`config.mk`:
```
export PLATFORM = sky130hd
export DESIGN_NAME = mr_wb_ctrl
export DESIGN_NICKNAME = d
export VERILOG_FILES = /design/src/rtl/mr_pkg.sv /design/src/rtl/mr_scoreboard.sv /design/src/rtl/mr_wb_ctrl.sv
export SDC_FILE = /design/constraint.sdc
export NUM_CORES = 1
export LEC_CHECK = 0
export ABC_CLOCK_PERIOD_IN_PS = 5900
export BUFFER_PORTS_ARGS = -buffer_cell sky130_fd_sc_hd__buf_4
export CORE_ASPECT_RATIO = 0.6
export CORE_MARGIN = 3
export CORE_UTILIZATION = 62
export DETAILED_ROUTE_END_ITERATION = 10
export MAX_ROUTING_LAYER = met4
export PLACE_DENSITY = 0.95
export SLEW_MARGIN = 20
export SYNTH_ARGS = -nofsm -noshare
export SYNTH_HDL_FRONTEND = slang
export SYNTH_SLANG_ARGS = --single-unit
```
`constraint.sdc`:
```
create_clock -name clk -period 5.9 [get_ports clk]
set_clock_uncertainty 0.2 [all_clocks]
set_input_delay 0.295 -clock clk [delete_from_list [all_inputs] [get_ports clk]]
set_output_delay 0.295 -clock clk [all_outputs]
set_load 0.1 [all_outputs]
```
`src/rtl/mr_pkg.sv`:
```
`default_nettype none
// ============================================================================
//  Module      : mr_pkg
//  Description : Shared types and constants for the writeback controller and
//                its scoreboard. XLEN_DEF / REGSEL_BITS_DEF mirror the core's
//                configuration values (32-bit data, 32 architectural regs).
//  Contents    : wb_src_e     - writeback source identifier (ALU / MEM)
//                PEND_BITS_DEF- default width of a per-register pending count
//                REG_ZERO     - index of the hardwired-zero register x0
//                other_src()  - returns the opposite writeback source
//  Revision    : 1.0  initial release
// ============================================================================
package mr_pkg;

   localparam int XLEN_DEF        = 32;
   localparam int REGSEL_BITS_DEF = 5;
   localparam int PEND_BITS_DEF   = 2;
   localparam int REG_ZERO        = 0;

   typedef enum logic {
      WBSRC_ALU = 1'b0,
      WBSRC_MEM = 1'b1
   } wb_src_e;

   function automatic wb_src_e other_src(input wb_src_e s);
      return (s == WBSRC_ALU) ? WBSRC_MEM : WBSRC_ALU;
   endfunction

endpackage : mr_pkg
`default_nettype wire

```
`src/rtl/mr_scoreboard.sv`:
```
`default_nettype none
// ============================================================================
//  Module      : mr_scoreboard
//  Description : Per-register pending-write scoreboard. Each register 1..N-1
//                owns a PEND_BITS saturating-by-construction counter that is
//                incremented when decode issues a writer and decremented when
//                the register file is written. x0 never counts.
//  Ports       : clk, rst          - clock, async active-high reset
//                i_issue_valid     - decode issuing an instruction with a dest
//                i_issue_reg       - destination register of that instruction
//                o_issue_ready     - counter for i_issue_reg has room
//                i_dec_valid       - register-file write strobe (decrement)
//                i_dec_reg         - register-file write index
//                i_rs1 / i_rs2     - decode source registers
//                o_rs1_busy/o_rs2_busy - source has an outstanding write
//                o_sb_err          - sticky: decrement of an empty counter
//  Revision    : 1.0  initial release
// ============================================================================
module mr_scoreboard
   import mr_pkg::*;
#(
   parameter int REGSEL_BITS = REGSEL_BITS_DEF,
   parameter int PEND_BITS   = PEND_BITS_DEF
) (
   input  logic                   clk,
   input  logic                   rst,
   input  logic                   i_issue_valid,
   input  logic [REGSEL_BITS-1:0] i_issue_reg,
   output logic                   o_issue_ready,
   input  logic                   i_dec_valid,
   input  logic [REGSEL_BITS-1:0] i_dec_reg,
   input  logic [REGSEL_BITS-1:0] i_rs1,
   input  logic [REGSEL_BITS-1:0] i_rs2,
   output logic                   o_rs1_busy,
   output logic                   o_rs2_busy,
   output logic                   o_sb_err
);

   localparam int                   c_nregs    = 2 ** REGSEL_BITS;
   localparam logic [PEND_BITS-1:0] c_pend_max = '1;
   localparam logic [REGSEL_BITS-1:0] c_reg_zero = REGSEL_BITS'(REG_ZERO);

   logic [PEND_BITS-1:0] r_pend     [c_nregs];
   logic [PEND_BITS-1:0] w_pend_nxt [c_nregs];
   logic                 r_sb_err;

   logic                 w_inc;
   logic [c_nregs-1:0]   w_inc_vec;
   logic [c_nregs-1:0]   w_dec_vec;
   logic [c_nregs-1:0]   w_uflow_vec;

   // Ready is withheld during reset so nothing is recorded against counters
   // that are being cleared.
   assign o_issue_ready = !rst &&
                          ((i_issue_reg == c_reg_zero) ||
                           (r_pend[i_issue_reg] != c_pend_max));

   assign w_inc = i_issue_valid && o_issue_ready && (i_issue_reg != c_reg_zero);

   // One-hot views of the increment / decrement targets. Bit 0 of the
   // decrement vector is masked so x0 can never be touched even if a stray
   // strobe named it.
   assign w_inc_vec = w_inc ? (c_nregs'(1) << i_issue_reg) : '0;
   assign w_dec_vec = i_dec_valid ? ((c_nregs'(1) << i_dec_reg) & ~c_nregs'(1)) : '0;

   always_comb begin
      for (int r = 0; r < c_nregs; r++) begin
         w_pend_nxt[r]  = r_pend[r];
         w_uflow_vec[r] = 1'b0;
         if (w_inc_vec[r] && !w_dec_vec[r]) begin
            w_pend_nxt[r] = r_pend[r] + PEND_BITS'(1);
         end else if (w_dec_vec[r] && !w_inc_vec[r]) begin
            // An empty counter stays at zero; the mismatch is only reported.
            if (r_pend[r] != '0) begin
               w_pend_nxt[r] = r_pend[r] - PEND_BITS'(1);
            end else begin
               w_uflow_vec[r] = 1'b1;
            end
         end
         // Simultaneous issue and writeback of the same register cancel out.
      end
   end

   always_ff @(posedge clk or posedge rst) begin
      if (rst) begin
         for (int r = 0; r < c_nregs; r++) begin
            r_pend[r] <= '0;
         end
         r_sb_err <= 1'b0;
      end else begin
         for (int r = 0; r < c_nregs; r++) begin
            r_pend[r] <= w_pend_nxt[r];
         end
         r_sb_err <= r_sb_err | (|w_uflow_vec);
      end
   end

   // No bypass: a register reads not-busy only after the counter has dropped,
   // which is the same edge at which the register file holds the new value.
   assign o_rs1_busy = (i_rs1 != c_reg_zero) && (r_pend[i_rs1] != '0);
   assign o_rs2_busy = (i_rs2 != c_reg_zero) && (r_pend[i_rs2] != '0);
   assign o_sb_err   = r_sb_err;

endmodule : mr_scoreboard
`default_nettype wire

```
`src/rtl/mr_wb_ctrl.sv`:
```
`default_nettype none
// ============================================================================
//  Module      : mr_wb_ctrl
//  Description : Writeback controller. Arbitrates ALU and load results onto
//                the single register-file write port (1-cycle latency, one
//                write per cycle) and hosts the pending-write scoreboard used
//                by decode for RAW stalls and issue throttling.
//  Build macro : MR_WB_RR_EN - defined: round-robin arbitration on contention;
//                undefined: fixed priority, loads (MEM) over ALU.
//  Ports       : clk, rst                        - clock, async active-high reset
//                alu_wb_valid/ready/reg/val      - ALU writeback source
//                mem_wb_valid/ready/reg/val      - load writeback source
//                wb_valid/wb_reg/wb_val          - registered register-file write
//                issue_valid/ready/reg           - decode destination issue
//                rs1/rs2, rs1_busy/rs2_busy      - source hazard lookup
//                sb_err                          - sticky scoreboard underflow
//  Revision    : 1.0  initial release
// ============================================================================
module mr_wb_ctrl
   import mr_pkg::*;
#(
   parameter int XLEN        = XLEN_DEF,
   parameter int REGSEL_BITS = REGSEL_BITS_DEF,
   parameter int PEND_BITS   = PEND_BITS_DEF
) (
   input  logic                   clk,
   input  logic                   rst,
   input  logic                   alu_wb_valid,
   output logic                   alu_wb_ready,
   input  logic [REGSEL_BITS-1:0] alu_wb_reg,
   input  logic [XLEN-1:0]        alu_wb_val,
   input  logic                   mem_wb_valid,
   output logic                   mem_wb_ready,
   input  logic [REGSEL_BITS-1:0] mem_wb_reg,
   input  logic [XLEN-1:0]        mem_wb_val,
   output logic                   wb_valid,
   output logic [REGSEL_BITS-1:0] wb_reg,
   output logic [XLEN-1:0]        wb_val,
   input  logic                   issue_valid,
   output logic                   issue_ready,
   input  logic [REGSEL_BITS-1:0] issue_reg,
   input  logic [REGSEL_BITS-1:0] rs1,
   input  logic [REGSEL_BITS-1:0] rs2,
   output logic                   rs1_busy,
   output logic                   rs2_busy,
   output logic                   sb_err
);

   localparam logic [REGSEL_BITS-1:0] c_reg_zero = REGSEL_BITS'(REG_ZERO);

   wb_src_e                w_winner;
   logic                   w_contended;
   logic                   w_alu_xfer;
   logic                   w_mem_xfer;
   logic [REGSEL_BITS-1:0] w_xfer_reg;
   logic [XLEN-1:0]        w_xfer_val;

   logic                   r_wb_valid;
   logic [REGSEL_BITS-1:0] r_wb_reg;
   logic [XLEN-1:0]        r_wb_val;

   assign w_contended = alu_wb_valid && mem_wb_valid;

   // ------------------------------------------------------------------------
   // Arbitration. The winner is only meaningful on contention; with a single
   // requester that requester is picked, and with none the default is ALU.
   // ------------------------------------------------------------------------
`ifdef MR_WB_RR_EN
   wb_src_e r_rr_ptr;

   always_comb begin
      w_winner = WBSRC_ALU;
      if (w_contended) begin
         w_winner = r_rr_ptr;
      end else if (mem_wb_valid) begin
         w_winner = WBSRC_MEM;
      end
   end

   // A contested cycle always grants someone (outside reset), so the pointer
   // moves on every contested cycle and stays put otherwise.
   always_ff @(posedge clk or posedge rst) begin
      if (rst) begin
         r_rr_ptr <= WBSRC_ALU;
      end else if (w_contended) begin
         r_rr_ptr <= other_src(r_rr_ptr);
      end
   end
`else
   // Loads win so the memory pipe drains first.
   always_comb begin
      w_winner = mem_wb_valid ? WBSRC_MEM : WBSRC_ALU;
   end
`endif

   // A source is refused only when the other one is present and wins.
   assign alu_wb_ready = !rst && (!mem_wb_valid || (w_winner == WBSRC_ALU));
   assign mem_wb_ready = !rst && (!alu_wb_valid || (w_winner == WBSRC_MEM));

   assign w_alu_xfer = alu_wb_valid && alu_wb_ready;
   assign w_mem_xfer = mem_wb_valid && mem_wb_ready;

   assign w_xfer_reg = w_mem_xfer ? mem_wb_reg : alu_wb_reg;
   assign w_xfer_val = w_mem_xfer ? mem_wb_val : alu_wb_val;

   // ------------------------------------------------------------------------
   // Register-file write port. An accepted x0 result updates the index/data
   // holding registers but produces no strobe, so the scoreboard never sees
   // a decrement for x0.
   // ------------------------------------------------------------------------
   always_ff @(posedge clk or posedge rst) begin
      if (rst) begin
         r_wb_valid <= 1'b0;
         r_wb_reg   <= '0;
         r_wb_val   <= '0;
      end else if (w_alu_xfer || w_mem_xfer) begin
         r_wb_valid <= (w_xfer_reg != c_reg_zero);
         r_wb_reg   <= w_xfer_reg;
         r_wb_val   <= w_xfer_val;
      end else begin
         r_wb_valid <= 1'b0;
      end
   end

   assign wb_valid = r_wb_valid;
   assign wb_reg   = r_wb_reg;
   assign wb_val   = r_wb_val;

   // ------------------------------------------------------------------------
   // Scoreboard. Decrements are driven by the registered write strobe, i.e.
   // on the edge where the register file captures the value.
   // ------------------------------------------------------------------------
   mr_scoreboard #(
      .REGSEL_BITS (REGSEL_BITS),
      .PEND_BITS   (PEND_BITS)
   ) u_scoreboard (
      .clk           (clk),
      .rst           (rst),
      .i_issue_valid (issue_valid),
      .i_issue_reg   (issue_reg),
      .o_issue_ready (issue_ready),
      .i_dec_valid   (r_wb_valid),
      .i_dec_reg     (r_wb_reg),
      .i_rs1         (rs1),
      .i_rs2         (rs2),
      .o_rs1_busy    (rs1_busy),
      .o_rs2_busy    (rs2_busy),
      .o_sb_err      (sb_err)
   );

endmodule : mr_wb_ctrl
`default_nettype wire

```
# Yosys cells after proc, flatten, opt, wreduce, memory -nomap -nowiden
# Cells that the tools add are included.
# totals
n_memories,0
ramBits,0
latchBits,0
regBits,103
rom_bits,0
in_bits,94
# classes
n_mul,0
n_lt_le_gt_ge,3
n_eq_ne,1
shift,2
div_mod_pow,0
bitwise_logic,5
n_mux,207
add_sub_neg,64
reduce_logical,280
# op_table
op,n
$mux W2,102
$reduce_bool A2 Y1,98
$mux W1,98
$mux W32,3
$logic_and A1 B1 Y1,73
$logic_not A1 Y1,67
$add A2 B1 Y2 const B,32
$reduce_and A2 Y1,32
$shl A1 B5 Y32 const A,2
$sub A2 B1 Y2 const B,32
$reduce_or A32 Y1,1
$bmux W2 S5,3
$reduce_bool A5 Y1,4
$ge A6 B6 Y1 const B,3
$not A5 Y6,3
$logic_not A5 Y1,1
$mux W5,1
$logic_or A1 B1 Y1,4
$ne A2 B2 Y1 const B,1
$not A1 Y1,1
$or A1 B1 Y1,1

# Longest topological paths before layout
# logic_depth
ltp_word,16
ltp_mapped,13
mapped_depth_nobuf,11

# Cells and area by module
# A second synthesis with hierarchy kept.
# unflattened
hier_cells,1017
hier_area_um2,8171.6
# modules_own_cells
module,cells_each,n_inst,seq_area_each_um2,area_each_um2
mr_scoreboard,820,1,1601.5,6258.5
mr_wb_ctrl,197,1,950.9,1913.1

# Worst setup path before layout
# OpenSTA, ideal clock, no wires.
# synth_path
path_kind,input to output
from,in rst
to,out issue_ready
setup_slack_ps,820
arrival_ps,4585
cell_stages,5
path_cell_list,inv_1 o31ai_4 a311oi_4 buf_6 nor3b_2
# synth_between
elab_chain_len,2
# synth_lines
element,line,text
start: declaration,mr_wb_ctrl.sv:27,"input logic rst,"
$logic_not A1 Y1 (no line),--,
$logic_and A1 B1 Y1,mr_scoreboard.sv:54,assign o_issue_ready = !rst &&
end: declaration,mr_wb_ctrl.sv:40,"output logic issue_ready,"
# Every way passes these cells.

# Worst setup path after layout
# layout_path
from,reg u_scoreboard.r_pend[39] in the netlist's numbering
to,"reg u_scoreboard.r_sb_err, in the netlist u_scoreboard.o_sb_err"
# layout_between
elab_chain_len,15
# layout_lines
element,line,text
start: declaration,mr_scoreboard.sv:43,logic [PEND_BITS-1:0] r_pend [c_nregs];
start signal: indexed assignment,mr_scoreboard.sv:92,r_pend[r] <= w_pend_nxt[r];
$bmux W2 S5,mr_scoreboard.sv:56,(r_pend[i_issue_reg] != c_pend_max));
$mux W2 (implied by the code) (2 in a row),mr_scoreboard.sv:56,
$ne A2 B2 Y1,mr_scoreboard.sv:56,
$logic_or A1 B1 Y1,mr_scoreboard.sv:55,((i_issue_reg == c_reg_zero) ||
$logic_and A1 B1 Y1,mr_scoreboard.sv:54,
$logic_and A1 B1 Y1 (2 in a row),mr_scoreboard.sv:58,assign w_inc = i_issue_valid && o_issue_ready && (i_issue_reg != c_reg_zero);
$mux W32,mr_scoreboard.sv:63,assign w_inc_vec = w_inc ? (c_nregs'(1) << i_issue_reg) : '0;
$logic_not A1 Y1,mr_scoreboard.sv:72,end else if (w_dec_vec[r] && !w_inc_vec[r]) begin
$logic_and A1 B1 Y1,mr_scoreboard.sv:72,
$mux W1,mr_scoreboard.sv:72,
$mux W1,mr_scoreboard.sv:70,if (w_inc_vec[r] && !w_dec_vec[r]) begin
$reduce_or A32 Y1 *,mr_scoreboard.sv:94,r_sb_err <= r_sb_err | (|w_uflow_vec);
$or A1 B1 Y1 *,mr_scoreboard.sv:94,
end signal: assignment,mr_scoreboard.sv:94,
end: declaration,mr_scoreboard.sv:45,logic r_sb_err;
# Mark *: on every way between the ends. The rest lies on a longest branch, timed or not. The select of a mux whose other input is x is not followed.
# A chain may end at the register's enable or synchronous reset.

==> flow_summary.html <==
<table>
<tr><th>Metric</th><th>Value</th></tr>
<tr><th colspan="2">Run status</th></tr>
<tr><td>Status</td><td>finished, final reports clean</td></tr>
<tr><th colspan="2">Min path</th></tr>
<tr><td>Tightest Hold Check Type</td><td>primary input to flip-flop</td></tr>
<tr><td>Number of cells on the worst hold path</td><td>3</td></tr>
<tr><th colspan="2">Worst setup path</th></tr>
<tr><td>Arr. time, crit path</td><td>3.70 ns</td></tr>
<tr><td>R2R Path Start</td><td>u_scoreboard.r_pend[39]</td></tr>
<tr><td>Worst setup startpoint</td><td>u_scoreboard.r_pend[39]</td></tr>
<tr><td>Kind of critical path</td><td>flip-flop to flip-flop</td></tr>
<tr><td>Critical Path End</td><td>u_scoreboard.o_sb_err</td></tr>
<tr><td>Number of cells on the worst reg-to-reg path</td><td>12</td></tr>
<tr><td>Terminus of the critical flop-to-flop path</td><td>u_scoreboard.o_sb_err</td></tr>
<tr><td>CP endpoint kind</td><td>flip-flop</td></tr>
<tr><td>Required time of the worst setup path</td><td>5.93 ns</td></tr>
<tr><td>Startpoint class of the critical path</td><td>flip-flop</td></tr>
<tr><td>Reg-to-reg setup timing slack</td><td>2.23 ns</td></tr>
<tr><td>Critical-path maximum fanout</td><td>49</td></tr>
<tr><th colspan="2">Clock tree</th></tr>
<tr><td>Clock buffers created by TritonCTS</td><td>9</td></tr>
<tr><td>Worst skew pair latency</td><td>0.36 ns</td></tr>
<tr><td>TritonCTS Sinks</td><td>101</td></tr>
<tr><td>Buffers inserted during post-CTS setup optimization</td><td>0</td></tr>
<tr><td>Clk pin slew, worst setup/hold paths</td><td>0.08 ns</td></tr>
<tr><td>Clock tree from TritonCTS</td><td>built</td></tr>
<tr><td>H-tree depth</td><td>3</td></tr>
<tr><td>Count of hold buffers inserted by post-cts repair</td><td>0</td></tr>
<tr><td>Cell at the root of the clock tree</td><td>sky130_fd_sc_hd__clkbuf_16</td></tr>
<tr><td>Total of cells resized after clock tree synthesis</td><td>0</td></tr>
<tr><td>Maximum clock insertion buffer count</td><td>2</td></tr>
<tr><th colspan="2">Timing</th></tr>
<tr><td>Final min period</td><td>3.67 ns</td></tr>
<tr><td>Worst slew pin tran</td><td>1.24 ns</td></tr>
<tr><td>RSZ-0062 raised after global routing</td><td>false</td></tr>
<tr><td>Setup TNS Final</td><td>0 ns</td></tr>
<tr><td>Final hold violations</td><td>0</td></tr>
<tr><td>Fin crit share</td><td>62.1%</td></tr>
<tr><td>Worst-case headroom to the max-slew limit</td><td>17.0%</td></tr>
<tr><td>Setup WS post-layout</td><td>2.23 ns</td></tr>
<tr><td>Worst hold slack across all endpoints</td><td>0.0200 ns</td></tr>
<tr><td>Final setup fails</td><td>0</td></tr>
<tr><td>Number of pins with negative max-slew slack in the final report</td><td>0</td></tr>
<tr><td>Peak Freq</td><td>0.273 GHz</td></tr>
<tr><th colspan="2">Synth</th></tr>
<tr><td>Post-synthesis average cell area</td><td>8.06 µm²</td></tr>
<tr><td>Largest area contributor in the netlist</td><td>sky130_fd_sc_hd__dfrtp_1</td></tr>
<tr><td>Flip-flop and latch count after synthesis</td><td>101</td></tr>
<tr><td>Cell count after synthesis</td><td>971</td></tr>
<tr><td>Fraction of synthesis flops using an asynchronous set or reset pin</td><td>100%</td></tr>
<tr><td>Portion of the post-synthesis area used by sequential elements</td><td>32.3%</td></tr>
<tr><td>Post-synth net total</td><td>1127</td></tr>
<tr><td>Top FF cell, synth</td><td>sky130_fd_sc_hd__dfrtp_1</td></tr>
<tr><td>Post-synthesis instance area</td><td>7820 µm²</td></tr>
<tr><td>Total number of yosys warnings</td><td>0</td></tr>
<tr><td>Count of cell types in the netlist</td><td>48</td></tr>
<tr><td>Share of Yosys cell area claimed by the top area cell type</td><td>32.3%</td></tr>
<tr><td>Number of enable flip-flop cells after synthesis</td><td>0</td></tr>
<tr><td>Dominant cells by area after synthesis</td><td>sky130_fd_sc_hd__dfrtp_1, sky130_fd_sc_hd__ha_1, sky130_fd_sc_hd__nand2_1, sky130_fd_sc_hd__o21ai_0, sky130_fd_sc_hd__nor2_1</td></tr>
<tr><th colspan="2">GRT</th></tr>
<tr><td>Routing usage on met3</td><td>11.8%</td></tr>
<tr><td>Maximum number of pins on one net before global-route repair</td><td>59</td></tr>
<tr><td>M2 GR Usage</td><td>50.9%</td></tr>
<tr><td>Initial antenna violation count</td><td>1</td></tr>
<tr><td>First-pass GRT wire length</td><td>38500 µm</td></tr>
<tr><td>Busiest layer in global routing</td><td>met2</td></tr>
<tr><td>Overflow left after global routing</td><td>0</td></tr>
<tr><td>Global-route total usage across every layer</td><td>35.6%</td></tr>
<tr><td>Met1 routing resource usage after global routing</td><td>48.6%</td></tr>
<tr><td>Vias in the first global route</td><td>7502</td></tr>
<tr><th colspan="2">Power</th></tr>
<tr><td>Share of total power in combinational logic</td><td>33.4%</td></tr>
<tr><td>Clock share of power</td><td>27.2%</td></tr>
<tr><td>LEAKAGE</td><td>4.60 nW</td></tr>
<tr><td>Max VDD drop</td><td>0.234 mV</td></tr>
<tr><td>Sequential fraction of design power</td><td>39.4%</td></tr>
<tr><td>Switching Share</td><td>42.2%</td></tr>
<tr><td>Total power divided by cell area</td><td>252 nW/µm²</td></tr>
<tr><td>Psw</td><td>0.982 mW</td></tr>
<tr><td>Internal power consumption</td><td>1.35 mW</td></tr>
<tr><th colspan="2">Detailed routing</th></tr>
<tr><td>Remaining DRCs</td><td>0</td></tr>
<tr><td>Number of nets with antenna violations after detailed routing</td><td>0</td></tr>
<tr><td>Avg WL per Cell</td><td>19.7 µm</td></tr>
<tr><td>Total wire length</td><td>24700 µm</td></tr>
<tr><td>Iteration-0 DRC Markers</td><td>1348</td></tr>
<tr><td>Vias per inst</td><td>6.54</td></tr>
<tr><td>DRT Pass-1 Iters</td><td>8</td></tr>
<tr><td>Via count</td><td>8202</td></tr>
<tr><th colspan="2">Finish</th></tr>
<tr><td>Area added between synthesis and finish</td><td>18.0%</td></tr>
<tr><td>FILL cells</td><td>880</td></tr>
<tr><td>Fraction of final layout cells with drive strength greater than 1</td><td>16.6%</td></tr>
<tr><td>Max reg flops</td><td>62</td></tr>
<tr><td>Most frequent standard cell in the layout excluding fill and tap cells</td><td>sky130_fd_sc_hd__nand2_1</td></tr>
<tr><td>Area occupied by multi-input gates</td><td>4840 µm²</td></tr>
<tr><td>Net total in the final layout</td><td>1239</td></tr>
<tr><td>Highest-count cells in the layout ignoring fill and taps</td><td>sky130_fd_sc_hd__nand2_1, sky130_fd_sc_hd__buf_4, sky130_fd_sc_hd__dfrtp_1, sky130_fd_sc_hd__o21ai_0, sky130_fd_sc_hd__nor2_1</td></tr>
<tr><td>Reg area</td><td>2530 µm²</td></tr>
<tr><th colspan="2">Place</th></tr>
<tr><td>Setup Slack @ Placement</td><td>2.16 ns</td></tr>
<tr><td>GP Congestion</td><td>1.03</td></tr>
<tr><td>Detailed placer's ending HPWL</td><td>17800 µm</td></tr>
<tr><td>Number of port buffers</td><td>137</td></tr>
<tr><th colspan="2">Die</th></tr>
<tr><td>DIE HEIGHT</td><td>93.0 µm</td></tr>
<tr><td>Area enclosed by the die boundary</td><td>14000 µm²</td></tr>
<tr><td>Area inside the core boundary</td><td>12200 µm²</td></tr>
<tr><td>Starting density of the core</td><td>64.2%</td></tr>
<tr><td>Top-level port count</td><td>138</td></tr>
<tr><td>Width of the die</td><td>151 µm</td></tr>
<tr><td>Site row count</td><td>31</td></tr>
<tr><th colspan="2">Flow run</th></tr>
<tr><td>Maximum capacitance violations</td><td>0</td></tr>
</table>
==> metal layers <==
layer	wire (µm)	share of wire, %	vias up
met2	10700	43	555
met1	9640	39	3836
met4	919	3.7	0
li1	-	-	3670
met3	3380	14	141
met5	0	0	-
==> Yosys cell counts (all sizes together) (17+ instances only) <==
master	count
a21oi	27
a22oi	37
and3	17
and4	19
clkbuf	32
dfrtp	101
ha	62
inv	73
nand2	162
nand4	17
nor2	89
nor2b	35
nor3	28
nor3b	22
o21ai	98
==> power groups by stage <==
stage / clock network (mW) / registers [mW] / logic (mW)
2_1_floorplan: 0 / 1.12 / 0.321
3_3_place_gp: 0 / 0.914 / 0.737
3_5_place_dp: 0 / 0.920 / 0.755
4_1_cts: 0.631 / 0.911 / 0.762
5_1_grt: 0.662 / 0.933 / 0.818
6_report: 0.634 / 0.916 / 0.778
==> worst max-delay path: stages (launching register included) <==
cell and delay (ns):
sky130_fd_sc_hd__dfrtp_1 0.42, sky130_fd_sc_hd__and3b_1 0.20, sky130_fd_sc_hd__a311o_1 0.31, sky130_fd_sc_hd__and4_4 0.19, sky130_fd_sc_hd__a311oi_4 0.26, sky130_fd_sc_hd__buf_4 0.45
sky130_fd_sc_hd__and4_1 0.32, sky130_fd_sc_hd__ha_1 0.25, sky130_fd_sc_hd__nor2_1 0.09, sky130_fd_sc_hd__and3_1 0.21, sky130_fd_sc_hd__a311oi_1 0.29, sky130_fd_sc_hd__and4_1 0.24
sky130_fd_sc_hd__nand4_1 0.07
==> worst min-delay path by stage <==
stage	slack [ns]	startpoint	end
floorplan	0.24	mem_wb_reg[2]	wb_valid
global placement	0.26	wb_val[23]	wb_val[23]
detailed placement	0.27	wb_val[30]	wb_val[30]
CTS	0.02	mem_wb_reg[2]	wb_valid
global route	0.04	alu_wb_val[4]	wb_val[4]
finish	0.02	alu_wb_val[3]	wb_val[3]
==> area by class of cell <==
class,count,share of cell area (%)
clock inverter,7,0.881
timing repair buffer,143,11.6
sequential,101,27.4
inverter,73,3.00
antenna,1,0.0271
multi-input combinational,755,52.4
clock buffer,9,2.44
tap,165,2.24
==> kinds of logic after synthesis <==
kind of cell               after synthesis  share of synthesized area, %
adders and majority gates               62                          9.92
muxes                                   27                          5.53
AOI/OAI and AO/OA                      219                          17.4
DFF                                    101                          32.3
buffers and inverters                  115                          6.06
and+or+nand+nor                        447                          28.7
==> through the flow <==
step	cell area [µm²]	cells	util [%]	total power, mW
5_1_grt	9230	1254	75.8	2.41
4_1_cts	9220	1253	75.7	2.30
3_5_place_dp	8910	1237	73.2	1.68
2_1_floorplan	7820	971	-	1.44
3_3_place_gp	8910	1237	73.2	1.65
6_report	9230	1254	75.8	2.33
No activity file was read; power rests on OpenSTA's default activity.
